--- src/rtl/mmio_input_port.sv ---
// mmio_input_port: memory-mapped switch/button input peripheral for the MIPS
// data bus. Raw inputs are synchronized with two flops and then debounced.
// Rising edges of the debounced buttons are latched in write-1-to-clear
// sticky flags.
// The optional level interrupt is enabled with the macro MMIO_IN_IRQ_EN.
// Register window (offset = dataadr[3:2]):
//   0x0 SW_STATE, 0x4 BTN_STATE, 0x8 BTN_EDGE (W1C), 0xC CTRL.
module mmio_input_port #(
    parameter logic [31:0] BASE_ADDR       = 32'h0000_0080,
    parameter int          DEBOUNCE_CYCLES = 100000
) (
    input  logic        clk,
    input  logic        reset,
    input  logic        memwrite,
    input  logic [31:0] dataadr,
    input  logic [31:0] writedata,
    output logic [31:0] readdata,
    input  logic [15:0] sw,
    input  logic [4:0]  btn
`ifdef MMIO_IN_IRQ_EN
    ,
    output logic        irq
`endif
);

    localparam int NB    = 21;
    localparam int CNT_W = (DEBOUNCE_CYCLES > 1) ? $clog2(DEBOUNCE_CYCLES) : 1;
    localparam logic [CNT_W-1:0] CNT_MAX = CNT_W'(DEBOUNCE_CYCLES - 1);

    logic [NB-1:0]    w_raw;
    logic [NB-1:0]    r_sync1;
    logic [NB-1:0]    r_sync2;
    logic [NB-1:0]    r_stable;
    logic [CNT_W-1:0] r_cnt [NB];
    logic [NB-1:0]    w_flip;
    logic [4:0]       w_btn_rise;
    logic [4:0]       r_edge;
    logic [4:0]       r_mask;
    logic [4:0]       w_edge_clr;
    logic             w_irq_en;
    logic             w_sel;
    logic [1:0]       w_off;
    logic             w_wr;
    logic             w_unused_bits;

    // Buttons occupy bits [20:16] of the per-bit vector, switches bits [15:0].
    assign w_raw   = {btn, sw};
    assign w_sel   = (dataadr[31:4] == BASE_ADDR[31:4]);
    assign w_off   = dataadr[3:2];
    assign w_wr    = memwrite & w_sel;
    assign w_unused_bits = ^{writedata[31:6], writedata[0], dataadr[1:0], BASE_ADDR[3:0]};

    // Two-flop synchronizer for every asynchronous input bit.
    always_ff @(posedge clk or negedge reset) begin
        if (!reset) begin
            r_sync1 <= '0;
            r_sync2 <= '0;
        end else begin
            r_sync1 <= w_raw;
            r_sync2 <= r_sync1;
        end
    end

    // A bit flips once it has disagreed with the stable value for the full count.
    always_comb begin
        w_flip = '0;
        for (int i = 0; i < NB; i++) begin
            if ((r_sync2[i] != r_stable[i]) && (r_cnt[i] == CNT_MAX)) begin
                w_flip[i] = 1'b1;
            end else begin
                w_flip[i] = 1'b0;
            end
        end
    end

    // Debounced rise of a button is a flip while its stable value is still 0.
    assign w_btn_rise = w_flip[20:16] & ~r_stable[20:16];

    // Per-bit debounce counters and stable values.
    always_ff @(posedge clk or negedge reset) begin
        if (!reset) begin
            r_stable <= '0;
            for (int i = 0; i < NB; i++) begin
                r_cnt[i] <= '0;
            end
        end else begin
            for (int i = 0; i < NB; i++) begin
                if (r_sync2[i] == r_stable[i]) begin
                    r_cnt[i] <= '0;
                end else if (w_flip[i]) begin
                    r_stable[i] <= ~r_stable[i];
                    r_cnt[i]    <= '0;
                end else begin
                    r_cnt[i] <= r_cnt[i] + CNT_W'(1);
                end
            end
        end
    end

    // Write-1-to-clear decode for the sticky edge flags.
    always_comb begin
        w_edge_clr = 5'd0;
        if (w_wr && (w_off == 2'd2)) begin
            w_edge_clr = writedata[4:0];
        end else begin
            w_edge_clr = 5'd0;
        end
    end

    // Sticky edge flags; a new set overrides a same-cycle clear.
    always_ff @(posedge clk or negedge reset) begin
        if (!reset) begin
            r_edge <= 5'd0;
        end else begin
            r_edge <= (r_edge & ~w_edge_clr) | (w_btn_rise & r_mask);
        end
    end

    // Per-button edge mask held in CTRL[5:1].
    always_ff @(posedge clk or negedge reset) begin
        if (!reset) begin
            r_mask <= 5'h1F;
        end else if (w_wr && (w_off == 2'd3)) begin
            r_mask <= writedata[5:1];
        end else begin
            r_mask <= r_mask;
        end
    end

`ifdef MMIO_IN_IRQ_EN
    logic r_irq_en;
    logic r_irq;

    // Interrupt enable held in CTRL[0].
    always_ff @(posedge clk or negedge reset) begin
        if (!reset) begin
            r_irq_en <= 1'b0;
        end else if (w_wr && (w_off == 2'd3)) begin
            r_irq_en <= writedata[0];
        end else begin
            r_irq_en <= r_irq_en;
        end
    end

    // Registered level interrupt: enabled and any sticky flag pending.
    always_ff @(posedge clk or negedge reset) begin
        if (!reset) begin
            r_irq <= 1'b0;
        end else begin
            r_irq <= r_irq_en & (|r_edge);
        end
    end

    assign w_irq_en = r_irq_en;
    assign irq      = r_irq;
`else
    assign w_irq_en = 1'b0;
`endif

    // Read mux; addresses outside the window return zero.
    always_comb begin
        readdata = 32'h0;
        if (w_sel) begin
            case (w_off)
                2'd0:    readdata = {16'h0, r_stable[15:0]};
                2'd1:    readdata = {27'h0, r_stable[20:16]};
                2'd2:    readdata = {27'h0, r_edge};
                2'd3:    readdata = {26'h0, r_mask, w_irq_en};
                default: readdata = 32'h0;
            endcase
        end else begin
            readdata = 32'h0;
        end
    end

endmodule

--- config.mk ---
export PLATFORM = sky130hd
export DESIGN_NAME = mmio_input_port
export DESIGN_NICKNAME = d
export VERILOG_FILES = /design/src/rtl/mmio_input_port.sv
export SDC_FILE = /design/constraint.sdc
export NUM_CORES = 1
export LEC_CHECK = 0
export BUFFER_PORTS_ARGS = -buffer_cell sky130_fd_sc_hd__buf_2
export CAP_MARGIN = 20
export CELL_PAD_IN_SITES_DETAIL_PLACEMENT = 1
export CELL_PAD_IN_SITES_GLOBAL_PLACEMENT = 1
export CORE_ASPECT_RATIO = 1.25
export CORE_UTILIZATION = 40
export DETAILED_ROUTE_END_ITERATION = 8
export PLACE_DENSITY = 0.71
export SLEW_MARGIN = 20
export SYNTH_ARGS = -nofsm -noshare
export SYNTH_HDL_FRONTEND = slang
export SYNTH_SLANG_ARGS = --single-unit
--- constraint.sdc ---
create_clock -name clk -period 4.22 [get_ports clk]
set_clock_uncertainty 0.15 [all_clocks]
set_input_delay 0.211 -clock clk [delete_from_list [all_inputs] [get_ports clk]]
set_output_delay 0.211 -clock clk [all_outputs]
set_load 0.05 [all_outputs]
# Word level (Yosys, flattened, before mapping)
# Index checks and enable logic that the tools add are counted.
dict set report totals {
  regBits 430
  wordCells 294
}
dict set report classes {
  eq_ne 67
  add_sub_neg 21
  n_reduce_logical 45
  n_mux 66
  bitwise 49
}
# op count
set ops {}
lappend ops {{17-bit two-way mux} 42}
lappend ops {{17-bit by 1-bit adder with 17-bit output, second input constant} 21}
lappend ops {{17-bit equality test, second input constant} 21}
lappend ops {{32-bit case mux with 4 select lines} 1}
lappend ops {{1-bit NOT} 42}
lappend ops {{2-bit AND reduction} 21}
lappend ops {{32-bit two-way mux} 1}
lappend ops {{28-bit by 4-bit equality test with 1-bit output, second input constant} 1}
lappend ops {{1-bit logical AND} 23}
lappend ops {{1-bit equality test} 21}
lappend ops {{1-bit two-way mux} 21}
lappend ops {{1-bit != test} 21}
lappend ops {{5-bit AND} 3}
lappend ops {{5-bit NOT} 2}
lappend ops {{5-bit two-way mux} 1}
lappend ops {{5-bit OR} 1}
lappend ops {{2-bit equality test, second input constant} 2}
lappend ops {{2-bit by 1-bit equality test with 1-bit output, second input constant} 1}
lappend ops {{2-bit zero test} 1}
lappend ops {{1-bit AND} 1}

# Logic depth before layout (Yosys ltp)
# Gate-level depths: netlist of run 1.
dict set report depth {
  ltp_word 7
  mapped_depth 7
}

# Least setup slack after synthesis of run 1
# No wires, ideal clock.
dict set report synth_timing {
  path_kind {input -> output}
  from {in dataadr[27]}
  to {out readdata[5]}
  t_required_ns 3.859
  stages 4
  slack_ns 1.990
  arrival_ns 1.869
  path_cell_list {nor4_1 > nand3_1 > or2_2 > a21oi_1}
}
dict set report synth_between {
  elab_chain_cells 2
}
# item line_no
set synth_rtl {}
lappend synth_rtl {{start, declared} 15} ;# input logic [31:0] dataadr,
lappend synth_rtl {{28-bit by 4-bit equality test with 1-bit output} 48} ;# assign w_sel = (dataadr[31:4] == BASE_ADDR[31:4]);
lappend synth_rtl {{32-bit two-way mux} 163} ;# if (w_sel) begin
lappend synth_rtl {{end, declared} 17} ;# output logic [31:0] readdata,
# Every way passes these cells.

# Worst setup path after layout of run 1
dict set report layout_timing {
  from {in dataadr[18]}
  to {reg r_edge[3]}
}
dict set report layout_between {
  elab_chain_cells 7
}
# item line_no
set layout_rtl {}
lappend layout_rtl {{28-bit by 4-bit equality test with 1-bit output} 48}
lappend layout_rtl {{1-bit AND} 50} ;# assign w_wr = memwrite & w_sel;
lappend layout_rtl {{1-bit logical AND} 103} ;# if (w_wr && (w_off == 2'd2)) begin
lappend layout_rtl {{5-bit two-way mux} 103}
lappend layout_rtl {{5-bit NOT} 115} ;# r_edge <= (r_edge & ~w_edge_clr) | (w_btn_rise & r_mask);
lappend layout_rtl {{5-bit AND} 115}
lappend layout_rtl {{5-bit OR} 115}
lappend layout_rtl {{end signal, assigned} 115}
lappend layout_rtl {{end, declared} 37} ;# logic [4:0] r_edge;
# Every way passes these cells.
# A chain may end at the register's enable or synchronous reset.

==> impl_metrics.toml, run 1 <==
[status]
status = "complete, no violations"

[power]
total_power_uw = 8640
p_leak_uw = 0.00951
powerDensity_nw_per_um2 = 368
ir_drop_uv = 323

[clock_network]
cts_tree = "done"
clk_latency_ns = 0.58
cts_resized = 0
cts_max_path_buffers = 3
cts_max_level = 2
clk_pin_slew_worst_paths_ns = 0.06
cts_hold_buf = 34
cts.sinks = 430
cts_buffers = 47
post_cts_buffers = 0
cts_root_buf = "clkbuf_16"

[routing]
ant_nets = 0
drt_pass1_iterations = 6
vias_per_cell = 5.33
vias = 15100
wire_per_inst_um = 15.8
route.detailed.drc = 0
detail_route.iter0.violations = 572
routed_wl_um = 44800

[sta]
fmax_ghz = 0.328
setup_viol = 0
rsz0062_at_grt = "no"
fin_crit_ns = 3.05
slew_headroom_pct = 51.1
worst_slew_pin_slew_ns = 0.728
fin_crit_sh_pct = 72.2
drv_slew = 0
setup-tns-final_ns = 0
hold_viol = 0

[yosys]
synth-warning-count = 0
synth_flop_cell = "dfrtp_1"
synth-seq-cells = 430
syn_area_per_cell_um2 = 10.2
yosysSeqAreaShare_pct = 52.3
syn_area_um2 = 20600
ys_types = 54
synth-edff-count = 0
synth_async_sr_flop_share_pct = 100
netlist_instances = 2018

[min_path]
hp-class = "in2reg"

[worst_setup_path]
critPathRequiredTime_ns = 4.51
cp_num_buf_inv = 5
cp_max_fo = 2
endpoint_kind = "flip-flop"
cp_top_family = "buffers and inverters"
start_kind = "primary input"
cp_slowest_stage_delay_ns = 0.61
criticalPathCategory = "in2reg"
cp_data_arrival_time_ns = 3.34
cp_common_cell = "dlygate4sd3_1"
crit_path_cell_trace = "dlygate4sd3_1 > buf_2 > nor4_1 > dlygate4sd3_1 > nand2_1 > dlygate4sd3_1 > o31ai_1 > dlygate4sd3_1 > o21ai_0"
worst_path_max_delay_cell = "dlygate4sd3_1"

[flow_run]
drv_cap = 0

[floorplan]
die_h_um = 256
die_x_um = 205
initial_utilization_pct = 40.7
die-area_um2 = 52400
row_count = 92
fp.coreArea_um2 = 50600
pin_count = 120

[placement]
dp_hpwl_um = 30200
finalWeightedCongestion = 0.809
placed_area_um2 = 21600
port_buffers = 75

[global_routing]
grt_pass1_wl_um = 79000
antenna_found_initial = 1
grt_pass1_vias = 16300
grt_overflow = 0
grt_max_degree = 92
grt_usage_pct = 17.9

[finish]
drive_above_1_share_pct = 9.54
nets = 2244
fin_area_um2 = 23500
antenna_cells = 0
area_growth_pct = 14.0
worst register-to-register path, stage by stage, from the launching register on:
cell	delay, ns
dfrtp_1	0.43
or4_1	0.54
nor4_1	0.50
a21o_1	0.52
nor2_1	0.12
layer usage:
| metal | vias up | share of wire (%) | global-route usage, % |
|---|---|---|---|
| met2 | 152 | 51 | 31.6 |
| met1 | 7603 | 43 | 22.3 |
| met3 | 61 | 3.1 | 2.84 |
| met4 | 0 | 2.5 | 5.49 |
| li1 | 7266 | - | - |
| met5 | - | 0 | 0 |
final timing paths:
| kind | startpoint | cells after the start | slack (ns) | endpoint |
|---|---|---|---|---|
| setup / recovery | dataadr[18] | 9 | 1.17 | r_edge[3]$_DFF_PN0_ |
| hold / removal | memwrite | 4 | 0.05 | r_mask[4]$_DFFE_PN1P_ |
| setup reg to reg | r_cnt[65]$_DFF_PN0_ | 4 | 1.82 | r_cnt[59]$_DFF_PN0_ |
| hold reg to reg | r_sync1[11]$_DFF_PN0_ | 0 | 0.20 | r_sync2[11]$_DFF_PN0_ |
| max in group asynchronous | reset | 3 | 2.68 | r_cnt[151]$_DFF_PN0_ |
| min in group asynchronous | reset | 2 | 0.10 | r_cnt[197]$_DFF_PN0_ |
cell usage after synthesis, drive strengths merged (8+ instances only):
cell type    n  area, µm²
a21oi       21        105
and2        17        106
and3        19        119
and4        26        228
buf         26        200
clkbuf      37        139
dfrtp      425      10600
ha          21        263
inv         57        214
mux2        22        248
nand2      104        398
nand3      110        551
nand4      136        872
nor2       355       1330
nor2b        9       56.3
nor3        71        355
nor4       101        632
nor4bb      11        110
o21ai       12       93.8
o31ai       14        119
or2          8       50.1
or3         16        100
or4         23        195
xnor2      209       1830
xor2       111        972
through the flow:
stage	hold WS, ns	instances	utilization (%)	setup WS [ns]
after floorplan	-0.235	2033	-	1.99
after global placement	0.122	2710	42.7	1.89
after detailed placement	0.131	2710	42.7	1.82
after CTS	0.0134	2828	46.3	1.26
after global routing	0.0285	2828	46.3	0.977
final	0.0491	2828	46.3	1.17
power by group:
part	switching, µW	internal, µW
Clock	1670	2360
Combinational	238	109
Sequential	74.3	4190
registers in the layout (all words and copies together) (netlist names):
name / cells
r_edge: 5
r_mask: 5
r_sync1: 21
r_cnt: 357
r_stable: 21
r_sync2: 21
kinds of logic (layout without fill, tap and decap cells):
kind of cell	after synthesis	after routing	share of synthesized area, %
xor+xnor	320	320	13.6
other cells	1	16	0.0182
compound gates	61	61	2.18
mux	27	27	1.69
simple gates	1038	1038	26.3
flops	430	430	52.3
fa+ha+maj	21	21	1.28
buf+inv	120	257	2.69
cell usage in the layout, fill, tap and decap left out, types with 9 or more instances in the layout:
cell,instances
a21oi_1,21
o31ai_1,13
conb_1,16
clkbuf_16,49
nor2_1,355
nand3_1,110
buf_2,74
nand2_1,101
clkbuf_1,11
nor3_1,71
o21ai_0,9
nor4_1,100
ha_1,21
or3_1,16
inv_1,57
and2_1,17
nor4bb_1,11
clkbuf_8,10
dlygate4sd3_1,34
mux2_2,19
nor2b_1,9
xor2_1,111
xnor2_1,209
or4_1,17
and3_1,19
dfrtp_1,425
and4_1,26
nand4_1,134
clkinv_2,10
area by class of cell:
cell class	instances	area, µm²
Sequential cell	430	10800
Multi-Input combinational cell	1483	9340
Timing Repair Buffer	116	816
Clock inverter	14	105
Inverter	57	214
Clock buffer	70	1410
Tap cell	658	823
Fill cell	5629	27200
Power figures use the tool's default switching activity.
==> run 2: changes to the inputs <==
PLACE_DENSITY = 0.74   (was 0.71)
clock period = 2.6 ns   (was 4.22 ns; I/O delays follow)
==> run 2 against run 1 <==
Net effect:
- register-to-register slack lost 1.5 ns
- worst hold slack lost 0.012 ns
- routed wire length grew 2.6%
- sequential power grew 62%
- largest power group unchanged
- largest cell class unchanged
- critical endpoint is now readdata[8]
- die area is the same
- clock power grew 70%
==> impl_metrics.toml, run 2 (synthesis gave the netlist of run 1 again) <==
[global_routing]
grt_overflow = 0
grt_max_degree = 67
antenna_found_initial = 1
grt_usage_pct = 18.2
grt_pass1_wl_um = 80000
grt_pass1_vias = 16500

[routing]
ant_nets = 0
vias = 15300
drt_pass1_iterations = 4
wire_per_inst_um = 16.1
wl_met3_um = 1310
wl_met2_um = 24300
top_layer_used = "met4"
wl_met1_um = 19400
routed_wl_um = 46000
detail_route.iter0.violations = 496
vias_per_cell = 5.35
route.detailed.drc = 0

[sta]
setup_viol = 0
fin_crit_ns = 2.43
slew_headroom_pct = 58.7
fin_crit_sh_pct = 93.6
rsz0062_at_grt = "no"
hold_viol = 0
fmax_ghz = 0.411
worst_slew_pin_slew_ns = 0.619
drv_slew = 0
setup-tns-final_ns = 0

[clock_network]
clk_latency_ns = 0.58
cts_root_buf = "clkbuf_16"
cts.sinks = 430
cts_max_path_buffers = 3
cts_max_level = 2
cts_buffers = 46
clk_pin_slew_worst_paths_ns = 0.06
cts_tree = "done"

[min_path]
hp-class = "in2async"

[floorplan]
die-area_um2 = 52400
initial_utilization_pct = 40.7
die_x_um = 205
row_count = 92
fp.coreArea_um2 = 50600
pin_count = 120
die_h_um = 256

[finish]
antenna_cells = 0
final_cell_count_no_fill = 2851
nets = 2267
drive_above_1_share_pct = 10.6
final_common_cell = "dfrtp_1"
final_cell_mix = "425 x dfrtp_1, 355 x nor2_1, 209 x xnor2_1"
area_growth_pct = 15.8
largest_register = "r_cnt"
largest_reg_flops = 357

[worst_setup_path]
worst_path_max_delay_cell = "dlygate4sd3_1"
cp_top_family = "buffers and inverters"
cp_slowest_stage_delay_ns = 0.53
endpoint_kind = "output pin"
crit_path_cell_trace = "dlygate4sd3_1 > buf_2 > nor4_1 > nand3_1 > nor4_4 > buf_12 > and2_1 > buf_2"
cp_data_arrival_time_ns = 2.15
start_kind = "primary input"
cp_max_fo = 10
cp_common_cell = "buf_2"
cp_num_buf_inv = 4
reg2reg_slack_ns = 0.31
critPathRequiredTime_ns = 2.32
criticalPathCategory = "in2out"

[placement]
finalWeightedCongestion = 0.796
placed_cells = 2728
port_buffers = 75
dp_hpwl_um = 31000

[power]
ir_drop_uv = 604
powerDensity_nw_per_um2 = 603
p_leak_uw = 0.00972

[status]
status = "complete, no violations"

[flow_run]
drv_cap = 0
==> run 2: changes by cell type in the layout (fill, tap and decap cells not counted), moves of 2 or more <==
cell / previous run / this run
buf_12: 3 / 9
buf_4: 4 / 16
bufinv_16: 1 / 4
clkbuf_1: 11 / 4
clkbuf_16: 49 / 47
clkbuf_8: 10 / 15
clkinvlp_4: 1 / 3
dlygate4sd3_1: 34 / 39
==> run 2: worst reg2reg max path, delay by kind of cell (launching register included) <==
kind | cells | cell delay, ns
DFF | 1 | 0.42
AOI/OAI and AO/OA | 1 | 0.50
and+or+nand+nor | 3 | 1.08
==> run 2: final timing paths <==
kind                                       start               endpoint  cells past startpoint
setup / recovery                     dataadr[22]            readdata[8]                      8
min in group clk                          sw[15]  r_sync1[15]$_DFF_PN0_                      2
setup reg to reg             r_cnt[65]$_DFF_PN0_    r_cnt[63]$_DFF_PN0_                      4
hold reg to reg            r_sync1[16]$_DFF_PN0_  r_sync2[16]$_DFF_PN0_                      0
max in group asynchronous                  reset   r_sync2[0]$_DFF_PN0_                      4
hold / removal                             reset   r_cnt[257]$_DFF_PN0_                      3
==> run 2: cell type report <==
cell class	count	area [µm²]
inverters	57	214
well taps	658	823
clock inverters	17	196
repair buffers	140	1100
fillers	5643	26800
flip-flops and latches	430	10800
clock buffers	66	1400
multi-input cells	1483	9350
==> run 2: what timing repair did <==
item,in CTS,in global routing
gates resized for setup,0,2
buffers inserted,0,0
hold buffers,40,0
endpoints found under the hold margin,358,0
setup endpoints to repair,0,10
==> run 2: power by group <==
part	total (µW)	internal (µW)	switching, µW
clock network	6840	4120	2710
logic	609	208	402
registers	6930	6810	121
total	14400	11100	3240
==> run 2: metrics by stage <==
step | area (µm²) | total power [µW] | worst slack [ns] | util [%] | hold WS (ns)
global placement | 21800 | 7590 | 0.282 | 43.1 | -0.0554
CTS | 23800 | 14600 | 0.0966 | 47.1 | 0.00851
detailed placement | 21800 | 7620 | 0.237 | 43.1 | -0.0564
global route | 23900 | 14900 | 0.0151 | 47.1 | 0.0161
finish | 23900 | 14400 | 0.167 | 47.1 | 0.0368
floorplan | 20600 | 7330 | 0.513 | - | -0.316
==> run 2: routing by layer <==
layer / track usage, % / vias to the layer above
met5: 0 / -
met4: 5.29 / 0
met3: 2.89 / 62
met2: 33.0 / 172
met1: 21.9 / 7705
li1: - / 7315
